**config.mk**
```make
export PLATFORM = sky130hd
export DESIGN_NAME = shot_ctl
export DESIGN_NICKNAME = d
export VERILOG_FILES = /design/src/rtl/shot_ctl.sv
export SDC_FILE = /design/constraint.sdc
export NUM_CORES = 1
export LEC_CHECK = 0
export ABC_AREA = 1
export BUFFER_PORTS_ARGS = -buffer_cell sky130_fd_sc_hd__buf_2
export CAP_MARGIN = 40
export CORE_MARGIN = 3
export CORE_UTILIZATION = 30
export CTS_CLUSTER_DIAMETER = 100
export DETAILED_ROUTE_END_ITERATION = 12
export GPL_ROUTABILITY_DRIVEN = 0
export PLACE_DENSITY_LB_ADDON = 0.08
export SYNTH_ARGS = -nofsm -noshare
export SYNTH_HDL_FRONTEND = slang
export SYNTH_SLANG_ARGS = --single-unit
```
**constraint.sdc**
```tcl
create_clock -name clk -period 2.1 [get_ports clk]
set_input_delay 0.21 -clock clk [delete_from_list [all_inputs] [get_ports clk]]
set_output_delay 0.21 -clock clk [all_outputs]
set_load 0.01 [all_outputs]
```
**src/rtl/shot_ctl.sv**
```systemverilog
// Shot controller: turns left-button presses into hit/miss decisions against the
// current duck box and keeps per-duck shots, per-game score and duck count.
module shot_ctl #(
  parameter int DUCK_WIDTH     = 64,
  parameter int DUCK_HEIGHT    = 64,
  parameter int SHOTS_PER_DUCK = 3,
  parameter int DUCKS_PER_GAME = 10,
  parameter int HOLD_CYCLES    = 65_000_000
) (
  input  logic        clk,
  input  logic        rst,
  input  logic        game_enable,
  input  logic        left_mouse,
  input  logic [11:0] mouse_xpos,
  input  logic [11:0] mouse_ypos,
  input  logic [11:0] duck_xpos,
  input  logic [11:0] duck_ypos,
  output logic        duck_hit,
  output logic        duck_escaped,
  output logic        new_duck,
  output logic [1:0]  shots_left,
  output logic [7:0]  score,
  output logic [7:0]  duck_count,
  output logic        game_finished
);

  // Handshake: there is no valid/ready pairing here; game_enable is a level,
  // left_mouse is a level sampled every cycle, and the three event outputs are
  // single-cycle registered strobes that the consumer must take when high.

  typedef enum logic [2:0] {
    IDLE      = 3'd0,
    ARMED     = 3'd1,
    HIT_HOLD  = 3'd2,
    MISS_HOLD = 3'd3,
    FINISHED  = 3'd4
  } state_e;

  localparam int CW = (HOLD_CYCLES > 1) ? $clog2(HOLD_CYCLES) : 1;
  localparam logic [CW-1:0] HOLD_LAST  = CW'(HOLD_CYCLES - 1);
  localparam logic [1:0]    SHOTS_INIT = 2'(SHOTS_PER_DUCK);
  localparam logic [7:0]    DUCKS_LAST = 8'(DUCKS_PER_GAME);

  state_e        state_q, state_d;
  logic [CW-1:0] hold_cnt_q, hold_cnt_d;
  logic          left_q;
  logic          duck_hit_q, duck_hit_d;
  logic          duck_escaped_q, duck_escaped_d;
  logic          new_duck_q, new_duck_d;
  logic [1:0]    shots_q, shots_d;
  logic [7:0]    score_q, score_d;
  logic [7:0]    count_q, count_d;
  logic          fin_q, fin_d;

  logic        click;
  logic        hit;
  logic [12:0] x_end, y_end;

  assign click = left_mouse & ~left_q;

  // Box edges are summed at 13 bits so a duck near the screen edge cannot wrap.
  assign x_end = {1'b0, duck_xpos} + 13'(DUCK_WIDTH);
  assign y_end = {1'b0, duck_ypos} + 13'(DUCK_HEIGHT);
  assign hit   = (mouse_xpos >= duck_xpos) && ({1'b0, mouse_xpos} < x_end) &&
                 (mouse_ypos >= duck_ypos) && ({1'b0, mouse_ypos} < y_end);

  always_comb begin
    state_d        = state_q;
    hold_cnt_d     = hold_cnt_q;
    duck_hit_d     = 1'b0;
    duck_escaped_d = 1'b0;
    new_duck_d     = 1'b0;
    shots_d        = shots_q;
    score_d        = score_q;
    count_d        = count_q;
    fin_d          = fin_q;
    if (!game_enable) begin
      state_d    = IDLE;
      hold_cnt_d = '0;
      fin_d      = 1'b0;
    end else begin
      case (state_q)
        IDLE: begin
          state_d    = ARMED;
          score_d    = 8'd0;
          count_d    = 8'd0;
          shots_d    = SHOTS_INIT;
          fin_d      = 1'b0;
          new_duck_d = 1'b1;
        end
        ARMED: begin
          if (click) begin
            shots_d = shots_q - 2'd1;
            if (hit) begin
              score_d    = score_q + 8'd1;
              duck_hit_d = 1'b1;
              hold_cnt_d = '0;
              state_d    = HIT_HOLD;
            end else if (shots_q <= 2'd1) begin
              duck_escaped_d = 1'b1;
              hold_cnt_d     = '0;
              state_d        = MISS_HOLD;
            end
          end
        end
        HIT_HOLD, MISS_HOLD: begin
          if (hold_cnt_q == HOLD_LAST) begin
            hold_cnt_d = '0;
            count_d    = count_q + 8'd1;
            if (count_q + 8'd1 == DUCKS_LAST) begin
              fin_d   = 1'b1;
              state_d = FINISHED;
            end else begin
              shots_d    = SHOTS_INIT;
              new_duck_d = 1'b1;
              state_d    = ARMED;
            end
          end else begin
            hold_cnt_d = hold_cnt_q + 1'b1;
          end
        end
        FINISHED: state_d = FINISHED;
        default:  state_d = IDLE;
      endcase
    end
  end

  always_ff @(posedge clk or negedge rst) begin
    if (!rst) begin
      state_q        <= IDLE;
      hold_cnt_q     <= '0;
      left_q         <= 1'b0;
      duck_hit_q     <= 1'b0;
      duck_escaped_q <= 1'b0;
      new_duck_q     <= 1'b0;
      shots_q        <= 2'd0;
      score_q        <= 8'd0;
      count_q        <= 8'd0;
      fin_q          <= 1'b0;
    end else begin
      state_q        <= state_d;
      hold_cnt_q     <= hold_cnt_d;
      left_q         <= left_mouse;
      duck_hit_q     <= duck_hit_d;
      duck_escaped_q <= duck_escaped_d;
      new_duck_q     <= new_duck_d;
      shots_q        <= shots_d;
      score_q        <= score_d;
      count_q        <= count_d;
      fin_q          <= fin_d;
    end
  end

  assign duck_hit      = duck_hit_q;
  assign duck_escaped  = duck_escaped_q;
  assign new_duck      = new_duck_q;
  assign shots_left    = shots_q;
  assign score         = score_q;
  assign duck_count    = count_q;
  assign game_finished = fin_q;

endmodule

```
# --- Word-level counts from Yosys, hierarchy flattened ---
# Index checks and enable logic that the tools add are counted.
word_totals:
  register_bits: 52
  inputBits: 52
  word_cells: 92
classes:
  add_sub_neg: 6
  order_cmp: 5
  n_eq_ne: 16
  mux: 39
  bitwise: 2
  n_reduce_logical: 14
ops:
  columns: ["cell", "n"]
  rows:
  - ["$mux W26", 5]
  - ["$pmux W26 S2", 1]
  - ["$pmux W8 S2", 2]
  - ["$add A12 B7 Y13 const B", 2]
  - ["$add A26 B1 Y26 const B", 1]
  - ["$eq A26 B26 Y1 const B", 1]
  - ["$lt A12 B13 Y1", 2]
  - ["$ge A12 B12 Y1", 2]
  - ["$mux W8", 3]
  - ["$mux W3", 6]
  - ["$add A8 B1 Y8 const B", 2]
  - ["$mux W1", 15]
  - ["$pmux W3 S4", 1]
  - ["$reduce_and A3 Y1", 4]
  - ["$ne A3 B3 Y1 const B", 3]
  - ["$eq A8 B4 Y1 const B", 1]
  - ["$ne A2 B2 Y1 const B", 4]
  - ["$eq A3 B2 Y1 const B", 2]
  - ["$mux W2", 3]
  - ["$ne A3 B1 Y1 const B", 2]
  - ["$pmux W2 S3", 1]
  - ["$reduce_and A5 Y1", 1]
  - ["$ne A4 B4 Y1 const B", 1]
  - ["$pmux W1 S2", 2]
  - ["other kinds (12)", 15]

# --- Depth between registers and ports, before layout ---
depth:
  word_depth: 9
  depth_mapped: 17
  ltp_nobuf: 16

# --- Worst setup path after synthesis ---
# Ideal clock, no wire load.
synth_path:
  path_type: "in2reg"
  startpoint: "in duck_xpos[6]"
  endpoint: "reg hold_cnt_q[6]"
  setup_ps: 132
  arrival_time_ps: 1867
  t_required_ps: 1968
  setup_slack_ps: 101
  cell_stages: 17
  path_cell_list: "ha_1 -> nand3_2 -> xor2_1 -> ha_1 -> nand2_1 -> nor2_1 -> o21ai_1 -> inv_1 -> nand2_1 -> nand2_1 -> nor2_2 -> nand3_2 -> nand2_2 -> nand2_4 -> buf_6 -> nand2_1 -> o21ai_1"
synth_between:
  elab_chain_len: 9
synth_rtl:
  columns: ["element", "line", "source"]
  rows:
  - ["start: declaration", "16", "input logic [11:0] duck_xpos,"]
  - ["$add A12 B7 Y13", "62", "assign x_end = {1'b0, duck_xpos} + 13'(DUCK_WIDTH);"]
  - ["$lt A12 B13 Y1", "64", "assign hit = (mouse_xpos >= duck_xpos) && ({1'b0, mouse_xpos} < x_end) &&"]
  - ["$logic_and A1 B1 Y1 (*) (2 in series)", "64", null]
  - ["$logic_and A1 B1 Y1 (*)", "65", "(mouse_ypos >= duck_ypos) && ({1'b0, mouse_ypos} < y_end);"]
  - ["$mux W26", "94", "if (hit) begin"]
  - ["$mux W26", "92", "if (click) begin"]
  - ["$pmux W26 S2", "82", "case (state_q)"]
  - ["$mux W26", "77", "if (!game_enable) begin"]
  - ["end signal: assignment", "142", "hold_cnt_q <= hold_cnt_d;"]
  - ["end: declaration", "45", "logic [CW-1:0] hold_cnt_q, hold_cnt_d;"]
# Every way passes the cells marked *; elsewhere a longest branch is shown, timed or not. The select of a mux whose other input is x is not followed.
# A chain may end at the register's enable or synchronous reset.

# --- Worst setup path in the final report ---
layout_path:
  startpoint: "in duck_xpos[7]"
  endpoint: "reg hold_cnt_q[3]"
# Same word-level chain as after synthesis.

==> flow_metrics.tcl <==
set metrics [dict create \
    status "finished clean" \
    fin_crit_sh_pct 94.2 \
    layout.nets 911 \
    reg2reg_from "duck_count[1]$_DFFE_PN0P_" \
    worstPathMaxFanout 7 \
    synth_seq_area_share_pct 27.9 \
    ys.flop_type "dfrtp_1" \
    synth_area_leader_cell "dfrtp_1" \
    tightest_slew_ps 502 \
    drv_slew 0 \
    firstDrtPassIters 5 \
    ant_nets 0 \
    yosys.cell_types.count 34 \
    drtIter0Drc 256 \
    async_flop_share_pct 100 \
    finClkSkew_ps 10.7 \
    hold_class "input pin to flip-flop" \
    yosysTopAreaCellShare_pct 27.9 \
    synth_enable_flop_cells 0 \
    antenna_found_initial 0 \
    syn_inst 704 \
    grt_pass1_vias 4413 \
    cts_sinks 52 \
    area_growth_pct 26.7 \
    path_clk_slew_ps 70 \
    post_drt_wl_per_cell_um 13.0 \
    die_area_sq_mm 0.0171 \
    diodes 0 \
    yosysWarnings 0 \
    start_util_pct 31.3 \
    setup_viol 0 \
    cp.required_ps 2290 \
    clockRootBuffer "clkbuf_16" \
    ff2ff_setup_slack_ps 210 \
    grt_usage_pct 15.2 \
    routed_via_density 4.68 \
    grt_pass1_wl_mm 21.2 \
    r2r_cells 10 \
    critPathLaunchType "input pin" \
    rsz0062_at_grt "yes" \
    drv_cap 0 \
    path_class "input pin to flip-flop" \
    post_synth.cell_area_avg_sq_um 6.62 \
    hold_ws_ps 47.4 \
    critPathMaxStageDelay_ps 280 \
    gr-total-overflow 0 \
    syn-cell-area_sq_mm 0.00466 \
    io_pins 74 \
    synth_most_common_cell "nand2_1" \
    fin_crit_ps 1980 \
    htree_num_levels 2 \
    power_w 0.00355 \
    die_h_um 131 \
    clk_latency_ps 300 \
    drive_above_1_share_pct 20.3 \
    vias 4681 \
    fillerInstances 1637 \
    synthTopCellsByCount "204 x nand2_1, 107 x inv_1, 81 x nor2_1, 63 x nand3_1, 52 x dfrtp_1" \
    place_hpwl_mm 10.2 \
    io_buffers 73 \
    syn_nets 799 \
    core_sq_mm 0.0149 \
    routed_wl_mm 13.1 \
    p_leak_nw 3.16 \
    arrival_ps 2170 \
    fmax_mhz 505 \
    die_w_um 131 \
    cts_made_buffers 5 \
    max-vdd-ir-drop_mv 0.316 \
    yosys_register_bits 52 \
    hp-start "left_mouse" \
    rows 44 \
    cts_buffer_depth 2 \
    critPathSlowestCell "ha_1" \
    cp_common_cell "nand2_1" \
    cts_tree "done" \
    crit_chain "buf_8 > nand3_4 > nor3_4 > xor2_1 > ha_1 > nand2_1 > nor2_1 > o21ai_1 > nor2_1 > nand2_1 > nand2_1 > nor2_2 > nand3_4 > nand2_8 > nand2_8 > a21o_1" \
    p_per_area_mw_per_mm2 602 \
    hold_viol_final 0 \
    synthTopCellsByArea "dfrtp_1 28%, nand2_1 16%, ha_1 12%" \
    holdPathStages 1 \
    r2r_end "shots_left[0]$_DFFE_PN0P_" \
    relSlewSlack_pct 66.6 \
    drc 0 \
    hold_path_end "left_q$_DFF_PN0_" \
    grt_max_degree 27 \
    cp-end-kind "flip-flop" \
]
placed cells by master (no fill, tap or decap), types with 5 or more instances in the layout:
master and count:
a21oi_1 14, buf_2 70, buf_4 40, clkbuf_16 5
dfrtp_1 52, ha_1 41, inv_1 107, nand2_1 198
nand2_4 5, nand3_1 59, nand3_2 5, nand4_1 17
nor2_1 80, nor3_1 19, o21ai_0 8, o21ai_1 5
xnor2_1 12, xor2_1 21
registers in the layout (all words and copies together), names as in the netlist:
name and count:
duck_count 8, duck_escaped 1, duck_hit 1, game_finished 1
hold_cnt_q 26, left_q 1, new_duck 1, score 8
shots_left 2, state_q 3
report_power, final:
group	switching (W)	internal (W)	leakage, nW
Combinational	0.00102	0.000535	2.38
Sequential	0.0000581	0.00108	0.714
Clock	0.000410	0.000452	0.0708
stage by stage:
stage | setup WS (ps) | cell area [sq um] | TNS, ps | utilization (%) | std cells
6_report | 121 | 5900 | 0 | 39.7 | 1001
5_1_grt | -73.3 | 5900 | -793 | 39.7 | 1001
4_1_cts | 41.7 | 5620 | 0 | 37.8 | 993
3_5_place_dp | -282 | 5460 | -8550 | 36.7 | 984
3_3_place_gp | -207 | 5460 | -5990 | 36.7 | 984
2_1_floorplan | 101 | 4660 | 0 | - | 704
worst max-delay path, delay by kind of cell:
kind	cells	cell delay [ps]
xor gates and xnor gates	1	160
and+or+nand+nor	11	1120
AOI/OAI and AO/OA	2	300
buffers and inverters	1	90
adders and majority gates	1	280
how the worst max path moves through the flow:
stage                       from                   endpoint  slack, ps  cells after the start
detailed placement  duck_xpos[6]       score[7]$_DFFE_PN0P_       -280                     17
CTS                 duck_xpos[6]       score[7]$_DFFE_PN0P_         40                     17
finish              duck_xpos[7]  hold_cnt_q[3]$_DFFE_PN0P_        120                     16
global route        duck_xpos[7]  hold_cnt_q[3]$_DFFE_PN0P_        -70                     16
floorplan           duck_xpos[6]  hold_cnt_q[6]$_DFFE_PN0P_        100                     17
global placement    duck_xpos[6]       score[7]$_DFFE_PN0P_       -210                     17
per-layer routing:
layer  track usage, %  share of wire [%]  up-vias  wire length [um]
met4             2.66               0.51        0                67
met5                0                  0        -                 0
li1                 -                  -     2477                 -
met2             23.2                 44       85              5750
met1             22.9                 51     2114              6720
met3             2.32                4.0        5               528
repair_timing:
action | in CTS | in global routing
gates resized for setup | 0 | 47
setup endpoints to repair | 0 | 39
setup buffers | 0 | 6
hold endpoints to repair | 15 | 0
hold buffers | 1 | 0
cell families after synthesis:
| kind of cell | count (synthesis) | synth area share, % |
|---|---|---|
| AND/OR/NAND/NOR | 410 | 38.6 |
| buffers and inverters | 119 | 10.1 |
| flip-flops | 52 | 27.9 |
| AO/OA/AOI/OAI | 47 | 5.62 |
| adder cells (fa/ha/maj) | 43 | 11.6 |
| XOR/XNOR | 33 | 6.21 |
final cells by class:
type / instances / area [sq um] / area share [%]
Clock buffer: 5 / 125 / 2.12
Clock inverter: 3 / 25.0 / 0.424
Inverter: 107 / 402 / 6.81
Multi-Input combinational cell: 535 / 3090 / 52.4
Sequential cell: 52 / 1300 / 22.1
Tap cell: 184 / 230 / 3.90
Timing Repair Buffer: 115 / 722 / 12.2
(Power assumes the default switching activity.)
